[src/rtl/key_bank.sv]
`default_nettype none
// ============================================================================
// Module   : key_bank
// Purpose  : Multi-slot key store. Keys are loaded in order over a valid/ready
//            stream and played back one per step, in forward or reverse order.
//            Optional macro KEY_PARITY_CHECK_EN rejects keys without odd byte parity.
// Revision : 1.0 - initial release
// ============================================================================
module key_bank #(
    parameter  int KEY_W    = 64,
    parameter  int NUM_KEYS = 3,
    localparam int PTR_W    = $clog2(NUM_KEYS)
) (
    input  logic                      clk,
    input  logic                      n_rst,
    input  logic                      load_valid,
    input  logic [KEY_W-1:0]          load_key,
    output logic                      load_ready,
    input  logic                      clear,
    output logic                      keys_valid,
    input  logic                      seq_start,
    input  logic                      seq_decrypt,
    input  logic                      seq_next,
    output logic                      seq_active,
    output logic [PTR_W-1:0]          seq_idx,
    output logic [KEY_W-1:0]          seq_key,
    output logic                      seq_done,
    output logic [NUM_KEYS*KEY_W-1:0] key_flat,
    output logic                      parity_err
);

    localparam logic [PTR_W-1:0] c_last_idx = PTR_W'(NUM_KEYS - 1);

    typedef enum logic [0:0] {
        S_IDLE = 1'b0,
        S_RUN  = 1'b1
    } state_t;

    logic [KEY_W-1:0] r_slots [NUM_KEYS];
    logic [PTR_W-1:0] r_wr_ptr;
    logic             r_keys_valid;

    state_t           r_state,   w_state_nxt;
    logic [PTR_W-1:0] r_seq_idx, w_idx_nxt;
    logic             r_dir,     w_dir_nxt;
    logic             r_seq_done, w_done_nxt;

    logic w_key_ok;
    logic w_take;
    logic w_accept;
    logic w_last;

    assign load_ready = !r_keys_valid;
    assign keys_valid = r_keys_valid;
    assign w_take     = load_valid && load_ready && !clear;
    assign w_accept   = w_take && w_key_ok;

`ifdef KEY_PARITY_CHECK_EN
    logic [KEY_W/8-1:0] w_byte_odd;
    logic               r_parity_err;

    for (genvar b = 0; b < KEY_W/8; b++) begin : g_byte_parity
        assign w_byte_odd[b] = ^load_key[b*8 +: 8];
    end
    assign w_key_ok   = &w_byte_odd;
    assign parity_err = r_parity_err;

    always_ff @(posedge clk or negedge n_rst) begin
        if (!n_rst) r_parity_err <= 1'b0;
        else        r_parity_err <= w_take && !w_key_ok;
    end
`else
    assign w_key_ok   = 1'b1;
    assign parity_err = 1'b0;
`endif

    // Slot storage and write pointer; clear outranks any load in the same cycle.
    always_ff @(posedge clk or negedge n_rst) begin
        if (!n_rst) begin
            for (int i = 0; i < NUM_KEYS; i++) r_slots[i] <= '0;
            r_wr_ptr     <= '0;
            r_keys_valid <= 1'b0;
        end else if (clear) begin
            for (int i = 0; i < NUM_KEYS; i++) r_slots[i] <= '0;
            r_wr_ptr     <= '0;
            r_keys_valid <= 1'b0;
        end else if (w_accept) begin
            r_slots[r_wr_ptr] <= load_key;
            if (r_wr_ptr == c_last_idx) begin
                r_wr_ptr     <= '0;
                r_keys_valid <= 1'b1;
            end else begin
                r_wr_ptr <= r_wr_ptr + 1'b1;
            end
        end
    end

    for (genvar i = 0; i < NUM_KEYS; i++) begin : g_flat
        assign key_flat[i*KEY_W +: KEY_W] = r_slots[i];
    end

    always_ff @(posedge clk or negedge n_rst) begin
        if (!n_rst) begin
            r_state    <= S_IDLE;
            r_seq_idx  <= '0;
            r_dir      <= 1'b0;
            r_seq_done <= 1'b0;
        end else begin
            r_state    <= w_state_nxt;
            r_seq_idx  <= w_idx_nxt;
            r_dir      <= w_dir_nxt;
            r_seq_done <= w_done_nxt;
        end
    end

    assign w_last = r_dir ? (r_seq_idx == '0) : (r_seq_idx == c_last_idx);

    always_comb begin
        w_state_nxt = r_state;
        w_idx_nxt   = r_seq_idx;
        w_dir_nxt   = r_dir;
        w_done_nxt  = 1'b0;
        if (clear) begin
            w_state_nxt = S_IDLE;
            w_idx_nxt   = '0;
        end else begin
            case (r_state)
                S_IDLE: begin
                    // keys_valid is the registered flag, so a last-key load in
                    // this cycle cannot start a sequence yet.
                    if (seq_start && r_keys_valid) begin
                        w_state_nxt = S_RUN;
                        w_dir_nxt   = seq_decrypt;
                        w_idx_nxt   = seq_decrypt ? c_last_idx : '0;
                    end
                end
                S_RUN: begin
                    if (seq_next) begin
                        if (w_last) begin
                            w_state_nxt = S_IDLE;
                            w_idx_nxt   = '0;
                            w_done_nxt  = 1'b1;
                        end else if (r_dir) begin
                            w_idx_nxt = r_seq_idx - 1'b1;
                        end else begin
                            w_idx_nxt = r_seq_idx + 1'b1;
                        end
                    end
                end
                default: w_state_nxt = S_IDLE;
            endcase
        end
    end

    assign seq_active = (r_state == S_RUN);
    assign seq_idx    = r_seq_idx;
    assign seq_done   = r_seq_done;
    assign seq_key    = seq_active ? r_slots[r_seq_idx] : '0;

endmodule
`default_nettype wire

[config.mk]
export PLATFORM = sky130hd
export DESIGN_NAME = key_bank
export DESIGN_NICKNAME = d
export VERILOG_FILES = /design/src/rtl/key_bank.sv
export SDC_FILE = /design/constraint.sdc
export NUM_CORES = 1
export LEC_CHECK = 0
export ABC_CLOCK_PERIOD_IN_PS = 1400
export CAP_MARGIN = 25
export CORE_UTILIZATION = 40
export DETAILED_ROUTE_END_ITERATION = 16
export MAX_ROUTING_LAYER = met4
export PLACE_DENSITY = 0.86
export SETUP_SLACK_MARGIN = 0.15
export SLEW_MARGIN = 20
export SYNTH_ARGS = -nofsm -noshare
export SYNTH_HDL_FRONTEND = slang
export SYNTH_SLANG_ARGS = --single-unit
[constraint.sdc]
create_clock -name clk -period 1.4 [get_ports clk]
set_clock_uncertainty 0.1 [all_clocks]
set_input_delay 0.14 -clock clk [delete_from_list [all_inputs] [get_ports clk]]
set_output_delay 0.14 -clock clk [all_outputs]
set_load 0.005 [all_outputs]
# After elaboration in Yosys (flattened, before gate mapping)
# Cells that the tools add are included.
[totals]
reg_bits = 200
inputBits = 71
out_inout_bits = 263
wordCells = 67
[op_classes]
addsub = 3
order_cmp = 3
eq_ne = 4
n_mux = 32
bitwise = 4
reduce_logical = 12
[ops]
columns = ["cell", "n"]
rows = [
  ["192-bit two-way mux", 2],
  ["64-bit two-way mux", 4],
  ["192-bit bitwise mux", 1],
  ["64-bit binary-select mux with 2-bit select", 1],
  ["64-bit demux with 2-bit select", 1],
  ["2-bit two-way mux", 9],
  ["1-bit two-way mux", 12],
  ["3-bit greater-or-equal comparator, second input constant", 2],
  ["3-bit inequality test, second input constant", 2],
  ["2-bit NOT with 3-bit output", 2],
  ["2-bit by 1-bit adder with 2-bit output, second input constant", 2],
  ["2-bit == test, second input constant", 2],
  ["1-bit logical AND", 4],
  ["2-bit one-hot mux with 2 select lines", 1],
  ["2-bit AND reduction", 2],
  ["2-bit nonzero test", 2],
  ["3-bit by 1-bit less-than comparator with 1-bit output, second input constant", 1],
  ["3-bit AND reduction", 1],
  ["1-bit zero test", 2],
  ["2-bit zero test", 1],
  ["1-bit NOT", 2],
  ["1-bit one-hot mux with 2 select lines", 1],
  ["2-bit by 1-bit subtractor with 2-bit output, second input constant", 1],
]

# Longest topological paths before layout
[depth]
depth_word = 8
ltp_mapped = 6
mapped_depth_nobuf = 3

# Worst setup path after synthesis
# No wires, ideal clock.
[synth_path]
path_kind = "register -> register"
from = "register r_keys_valid, in the netlist keys_valid"
to = "register r_slots (netlist bit key_flat[10])"
setup_ns = 0.121
arrival_ns = 1.324
required_ns = 1.179
path_slack_ns = -0.145
stages_incl_launch_ff = 6
n_path_buf = 2
period_less_slack_ns = 1.545
path_cell_list = "dfrtp_1 buf_6 nor4b_4 nor2_2 buf_6 a22o_1"
[synth_between]
elab_chain_cells = 4
[synth_lines]
columns = ["item", "line_no", "text"]
rows = [
  ["start: declaration", "41", "logic r_keys_valid;"],
  ["start signal: assignment", "82", "r_keys_valid <= 1'b0;"],
  ["start signal: assignment", "86", "r_keys_valid <= 1'b0;"],
  ["start signal: assignment", "91", "r_keys_valid <= 1'b1;"],
  ["1-bit zero test", "53", "assign load_ready = !r_keys_valid;"],
  ["1-bit logical AND (2 in series)", "55", "assign w_take = load_valid && load_ready && !clear;"],
  ["2-bit nonzero test (no source line)", "-", ""],
  ["end signal: indexed assignment", "88", "r_slots[r_wr_ptr] <= load_key;"],
  ["end: declaration", "39", "logic [KEY_W-1:0] r_slots [NUM_KEYS];"],
]
# Every way passes these cells.
# A chain may end at the register's enable or synchronous reset.

# Worst setup path after layout
[layout_path]
from = "register r_seq_idx[1], in the netlist seq_idx[1]"
to = "output port seq_key[44]"
[layout_between]
elab_chain_cells = 5
[layout_lines]
columns = ["item", "line_no", "text"]
rows = [
  ["start: declaration", "44", "logic [PTR_W-1:0] r_seq_idx, w_idx_nxt;"],
  ["start signal: assignment", "110", "r_seq_idx <= w_idx_nxt;"],
  ["2-bit NOT with 3-bit output (not written as such)", "158", "assign seq_key = seq_active ? r_slots[r_seq_idx] : '0;"],
  ["64-bit binary-select mux with 2-bit select", "158", ""],
  ["64-bit two-way mux (not written as such) (2 in series)", "158", ""],
  ["64-bit two-way mux", "158", ""],
  ["end: declaration", "26", "output logic [KEY_W-1:0] seq_key,"],
]
# Every way passes these cells. The select of a mux whose other input is x is not followed.

==> reports/results.env <==
FIN_TOTAL_PWR_mW=15.6
PLACE_AREA_UM2=14600
ROUTEDWLPERCELL_UM=28.7
DRT_FIRST_ITER_VIOLATIONS=990
VIAS_PER_CELL=6.07
CP-START-KIND='flip-flop'
TOTALWIRELENGTH_MM=57.4
TIMING.REG2REG.WORST_PATH_DEPTH=8
GRT_MAX_DEGREE=49
FIRST_PASS_GRT_WIRE_LENGTH_MM=61.3
FIRST_GLOBAL_VIAS=10800
CRIT_FAMILY='buffers and inverters'
POST_SYNTH.CELL_AREA_AVG_UM2=10.7
CRIT_PATH_FREQUENT_CELL='sky130_fd_sc_hd__buf_6'
FINALHOLDVIOLATIONS=0
CRITICAL_PATH.REG2REG.ENDPOINT='key_flat[128]$_DFFE_PN0P_'
OUTCOME='finished, violations left'
LAYOUT.CELL_AREA.NON_FILLER_UM2=20100
FMAX_MHz=416
IRDROPWORSTVDD_V=0.000738
CP_SLOWEST_CELL='sky130_fd_sc_hd__dfrtp_4'
POWER.STATIC_LEAKAGE_nW=9.49
PERIOD_MINUS_SLACK_PS=2410
CRITICAL_PATH.CELL_CHAIN='buf_6 > buf_12 > buf_6 > mux2i_1 > or2_1 > a21boi_1 > buf_2'
CRITICAL_PATH.REG2REG.STARTPOINT='keys_valid$_DFFE_PN0P_'
MAXUSEDROUTINGLAYER='met4'
AREA_GROWTH_SYN_TO_LAYOUT_PCT=111
NNETSFINAL=1733
BUFFER_PORTS.INSERTED=332
CRIT_ARRIVAL_PS=2170
CLOCK_PATH_BUFFERS=2
STD_CELL_ROWS=56
DIEHEIGHT_UM=156
SYNTH.DISTINCT_CELLS=35
CLOCK_INSERTION_DELAY_WORST_SKEW_PS=450
CTS_TREE='yes'
MAX-SLEW-MARGIN-REL_PCT=55.4
POST_ROUTE_CELLS_DRIVE_ABOVE_1_SHARE_PCT=58.4
TIMING.CRITICAL_PATH.TO_TYPE='output pin'
GPL.FINAL_WEIGHTED_CONGESTION=0.877
ROUTED-VIA-COUNT=12100
BOUNDARYPINS=334
PWR_DENSITY_CELL_nW_PER_UM2=776
RSZ_0062_RAISED_AFTER_GLOBAL_ROUTING='true'
H-TREE-DEPTH=4
SYNTH.YOSYS.WARNINGS=0
DIEAREA_UM2=24400
GROUTE.USAGE.OVERALL_PCT=34.6
MAX_CAP_VIOL_COUNT=0
SETUP_SLACK_PS=-1010
CLOCK-ROOT-BUFFER='sky130_fd_sc_hd__clkbuf_16'
FINALCOREUTILIZATION_PCT=85.7
WORSTPATHREQUIRED_PS=1160
DETAILROUTE.WIRELENGTH.MET2_MM=26.5
SLEW_VIOLATIONS=0
POST-PLACE-WS_PS=-680
NETLIST_AREA_UM2=9510
MAX_SLEW.WORST_PIN.SLEW_PS=669
DRCVIOLATIONCOUNT=0
TRITONCTS.NUM_BUFFERS=17
YS_SEQ_ELEMENTS=200
MIN_PATH_TYPE='input pin to asynchronous set/reset pin'
GLOBALROUTE.TOTALOVERFLOW=0
FAILED_CHECKS='negative setup slack'
POSTSYNTHNETCOUNT=962
CRITICALPATHCATEGORY='flip-flop to output pin'
DETAIL_ROUTE.FIRST_PASS.ITERATIONS=5
ANT_NETS=0
SLOWEST_DELAY_PS=560
INSTANCE_COUNT_OF_THE_MAPPED_NETLIST=891
TOTAL_CORE_AREA_UM2=23400
TIMING.FINAL.CRIT_SHARE_PCT=172
DPL_HPWL_MM=23.3
STARTING_DENSITY_OF_THE_CORE_PCT=40.6
INITIAL_ANTENNA_VIOLATION_COUNT=6
CRITICAL_PATH.MAX_FANOUT=5
COUNT_OF_CLOCK_TREE_SINKS=200
FINALSETUPVIOLCOUNT=336
PATH_BUF_INV=4
WL_MET3_MM=6.11
MET1_LENGTH_MM=19.5
FILLCELLCOUNT=1004
DIE_W_UM=156
WORST-R2R-SETUP-SLACK_PS=-550
CTS.REPORTEDPATHS.CLKPINSLEW_PS=90
SYNTH-SEQ-AREA-SHARE_PCT=52.6
synthesized netlist by cell type:
master / instances / area (µm²)
sky130_fd_sc_hd__buf_4: 6 / 45.0
sky130_fd_sc_hd__dfrtp_1: 200 / 5000
sky130_fd_sc_hd__buf_6: 29 / 327
sky130_fd_sc_hd__and4bb_1: 1 / 12.5
sky130_fd_sc_hd__or3b_1: 1 / 8.76
sky130_fd_sc_hd__nor2b_1: 1 / 6.26
sky130_fd_sc_hd__nor4b_2: 1 / 15.0
sky130_fd_sc_hd__o21bai_1: 1 / 7.51
sky130_fd_sc_hd__nor4_1: 1 / 6.26
sky130_fd_sc_hd__conb_1: 1 / 3.75
sky130_fd_sc_hd__a21oi_1: 71 / 355
sky130_fd_sc_hd__buf_2: 19 / 95.1
sky130_fd_sc_hd__nand3_1: 1 / 5.00
sky130_fd_sc_hd__mux2_1: 1 / 11.3
sky130_fd_sc_hd__nand2_1: 193 / 724
sky130_fd_sc_hd__nor3b_2: 1 / 12.5
sky130_fd_sc_hd__xnor2_1: 1 / 8.76
sky130_fd_sc_hd__nor4b_4: 1 / 23.8
sky130_fd_sc_hd__nand2b_1: 1 / 6.26
sky130_fd_sc_hd__a22o_1: 128 / 1120
sky130_fd_sc_hd__nor2_2: 1 / 6.26
sky130_fd_sc_hd__nand4bb_1: 1 / 11.3
sky130_fd_sc_hd__or2_0: 4 / 25.0
sky130_fd_sc_hd__nor3_1: 2 / 10.0
sky130_fd_sc_hd__or2_1: 60 / 375
sky130_fd_sc_hd__clkbuf_1: 26 / 97.6
sky130_fd_sc_hd__nor2_1: 3 / 11.3
sky130_fd_sc_hd__inv_1: 1 / 3.75
sky130_fd_sc_hd__a211oi_1: 1 / 7.51
sky130_fd_sc_hd__mux2i_1: 64 / 641
sky130_fd_sc_hd__and2_1: 1 / 6.26
sky130_fd_sc_hd__a21oi_2: 1 / 8.76
sky130_fd_sc_hd__and2b_1: 1 / 7.51
sky130_fd_sc_hd__nand3b_1: 2 / 15.0
sky130_fd_sc_hd__a21boi_1: 64 / 480
layout make-up:
class / instances / area (µm²) / share of cell area [%]
multi-input combinational: 610 / 4930 / 24.6
timing repair buffer: 832 / 9080 / 45.3
tap: 319 / 399 / 1.99
antenna: 5 / 12.5 / 0.0624
clock inverter: 13 / 154 / 0.767
sequential: 200 / 5020 / 25.0
inverter: 1 / 6.26 / 0.0312
clock buffer: 19 / 453 / 2.26
routing by layer:
layer / GRT usage [%] / up-vias
li1: - / 4708
met1: 39.8 / 5877
met2: 57.7 / 1098
met3: 6.36 / 452
met4: 18.0 / 0
met5: - / -
power breakdown:
part           internal [mW]  switching, mW  leakage [nW]
Combinational           2.20           1.79          6.45
Sequential              6.01          0.248          2.73
Clock                   2.66           2.65         0.301
worst max path at each step:
stage	end	start	slack [ps]	depth (start not counted)
2_1_floorplan	key_flat[10]$_DFFE_PN0P_	keys_valid$_DFFE_PN0P_	-130	5
3_3_place_gp	seq_key[18]	seq_idx[1]$_DFFE_PN0P_	-670	5
3_5_place_dp	seq_key[9]	seq_idx[1]$_DFFE_PN0P_	-680	5
4_1_cts	seq_key[5]	seq_idx[1]$_DFFE_PN0P_	-1000	5
5_1_grt	seq_key[39]	seq_idx[1]$_DFFE_PN0P_	-990	7
6_report	seq_key[44]	seq_idx[1]$_DFFE_PN0P_	-1010	7
sequential cells by signal (all words and copies together) (netlist names):
signal,flops
seq_done,1
r_dir,1
seq_idx,2
keys_valid,1
key_flat,192
r_wr_ptr,2
seq_active,1
cell families after synthesis:
family / count (synthesis) / share of synthesized area, %
AOI/OAI and AO/OA: 266 / 20.8
xor gates and xnor gates: 1 / 0.0921
buffers and inverters: 81 / 5.98
DFF: 200 / 52.6
muxes: 65 / 6.86
other: 1 / 0.0394
and+or+nand+nor: 277 / 13.6
per-stage QoR:
| stage | TNS [ps] | cells | hold WS (ps) |
|---|---|---|---|
| 6_report | -139460 | 1999 | 54.0 |
| 5_1_grt | -150000 | 1999 | 53.3 |
| 4_1_cts | -108930 | 1836 | 63.6 |
| 3_5_place_dp | -108240 | 1670 | -26.2 |
| 3_3_place_gp | -97550 | 1670 | -30.2 |
| 2_1_floorplan | -16390 | 891 | -256 |
placed cells by master, fill, tap and decap left out, types with 2 or more instances in the layout:
| cell | count |
|---|---|
| sky130_fd_sc_hd__inv_6 | 5 |
| sky130_fd_sc_hd__buf_4 | 137 |
| sky130_fd_sc_hd__mux2i_1 | 64 |
| sky130_fd_sc_hd__or2_1 | 62 |
| sky130_fd_sc_hd__nor2_1 | 3 |
| sky130_fd_sc_hd__dlymetal6s2s_1 | 14 |
| sky130_fd_sc_hd__a21boi_1 | 37 |
| sky130_fd_sc_hd__buf_16 | 9 |
| sky130_fd_sc_hd__clkbuf_16 | 41 |
| sky130_fd_sc_hd__buf_6 | 416 |
| sky130_fd_sc_hd__a21oi_4 | 3 |
| sky130_fd_sc_hd__clkbuf_2 | 14 |
| sky130_fd_sc_hd__a21boi_2 | 27 |
| sky130_fd_sc_hd__a21oi_1 | 6 |
| sky130_fd_sc_hd__buf_12 | 40 |
| sky130_fd_sc_hd__nand2_1 | 111 |
| sky130_fd_sc_hd__buf_2 | 85 |
| sky130_fd_sc_hd__or2_0 | 2 |
| sky130_fd_sc_hd__clkdlybuf4s50_1 | 68 |
| sky130_fd_sc_hd__a22o_1 | 128 |
| sky130_fd_sc_hd__buf_8 | 12 |
| sky130_fd_sc_hd__bufbuf_16 | 2 |
| sky130_fd_sc_hd__clkbuf_8 | 3 |
| sky130_fd_sc_hd__a21oi_2 | 63 |
| sky130_fd_sc_hd__inv_8 | 3 |
| sky130_fd_sc_hd__diode_2 | 5 |
| sky130_fd_sc_hd__nor4b_4 | 2 |
| sky130_fd_sc_hd__nand2_2 | 17 |
| sky130_fd_sc_hd__clkinv_8 | 2 |
| sky130_fd_sc_hd__nand2_4 | 65 |
| sky130_fd_sc_hd__dfrtp_2 | 7 |
| sky130_fd_sc_hd__dfrtp_1 | 192 |
| sky130_fd_sc_hd__nand3b_1 | 2 |
| sky130_fd_sc_hd__clkdlybuf4s15_2 | 9 |
timing repair:
item                       in CTS  in global routing
buffers inserted              121                124
pin swaps                      26                275
cloned                         12                 35
hold endpoints to repair      200                  0
hold buffers                    1                  0
gates resized for setup      1270                419
setup endpoints to repair     461                461
Power figures use the tool's default switching activity.
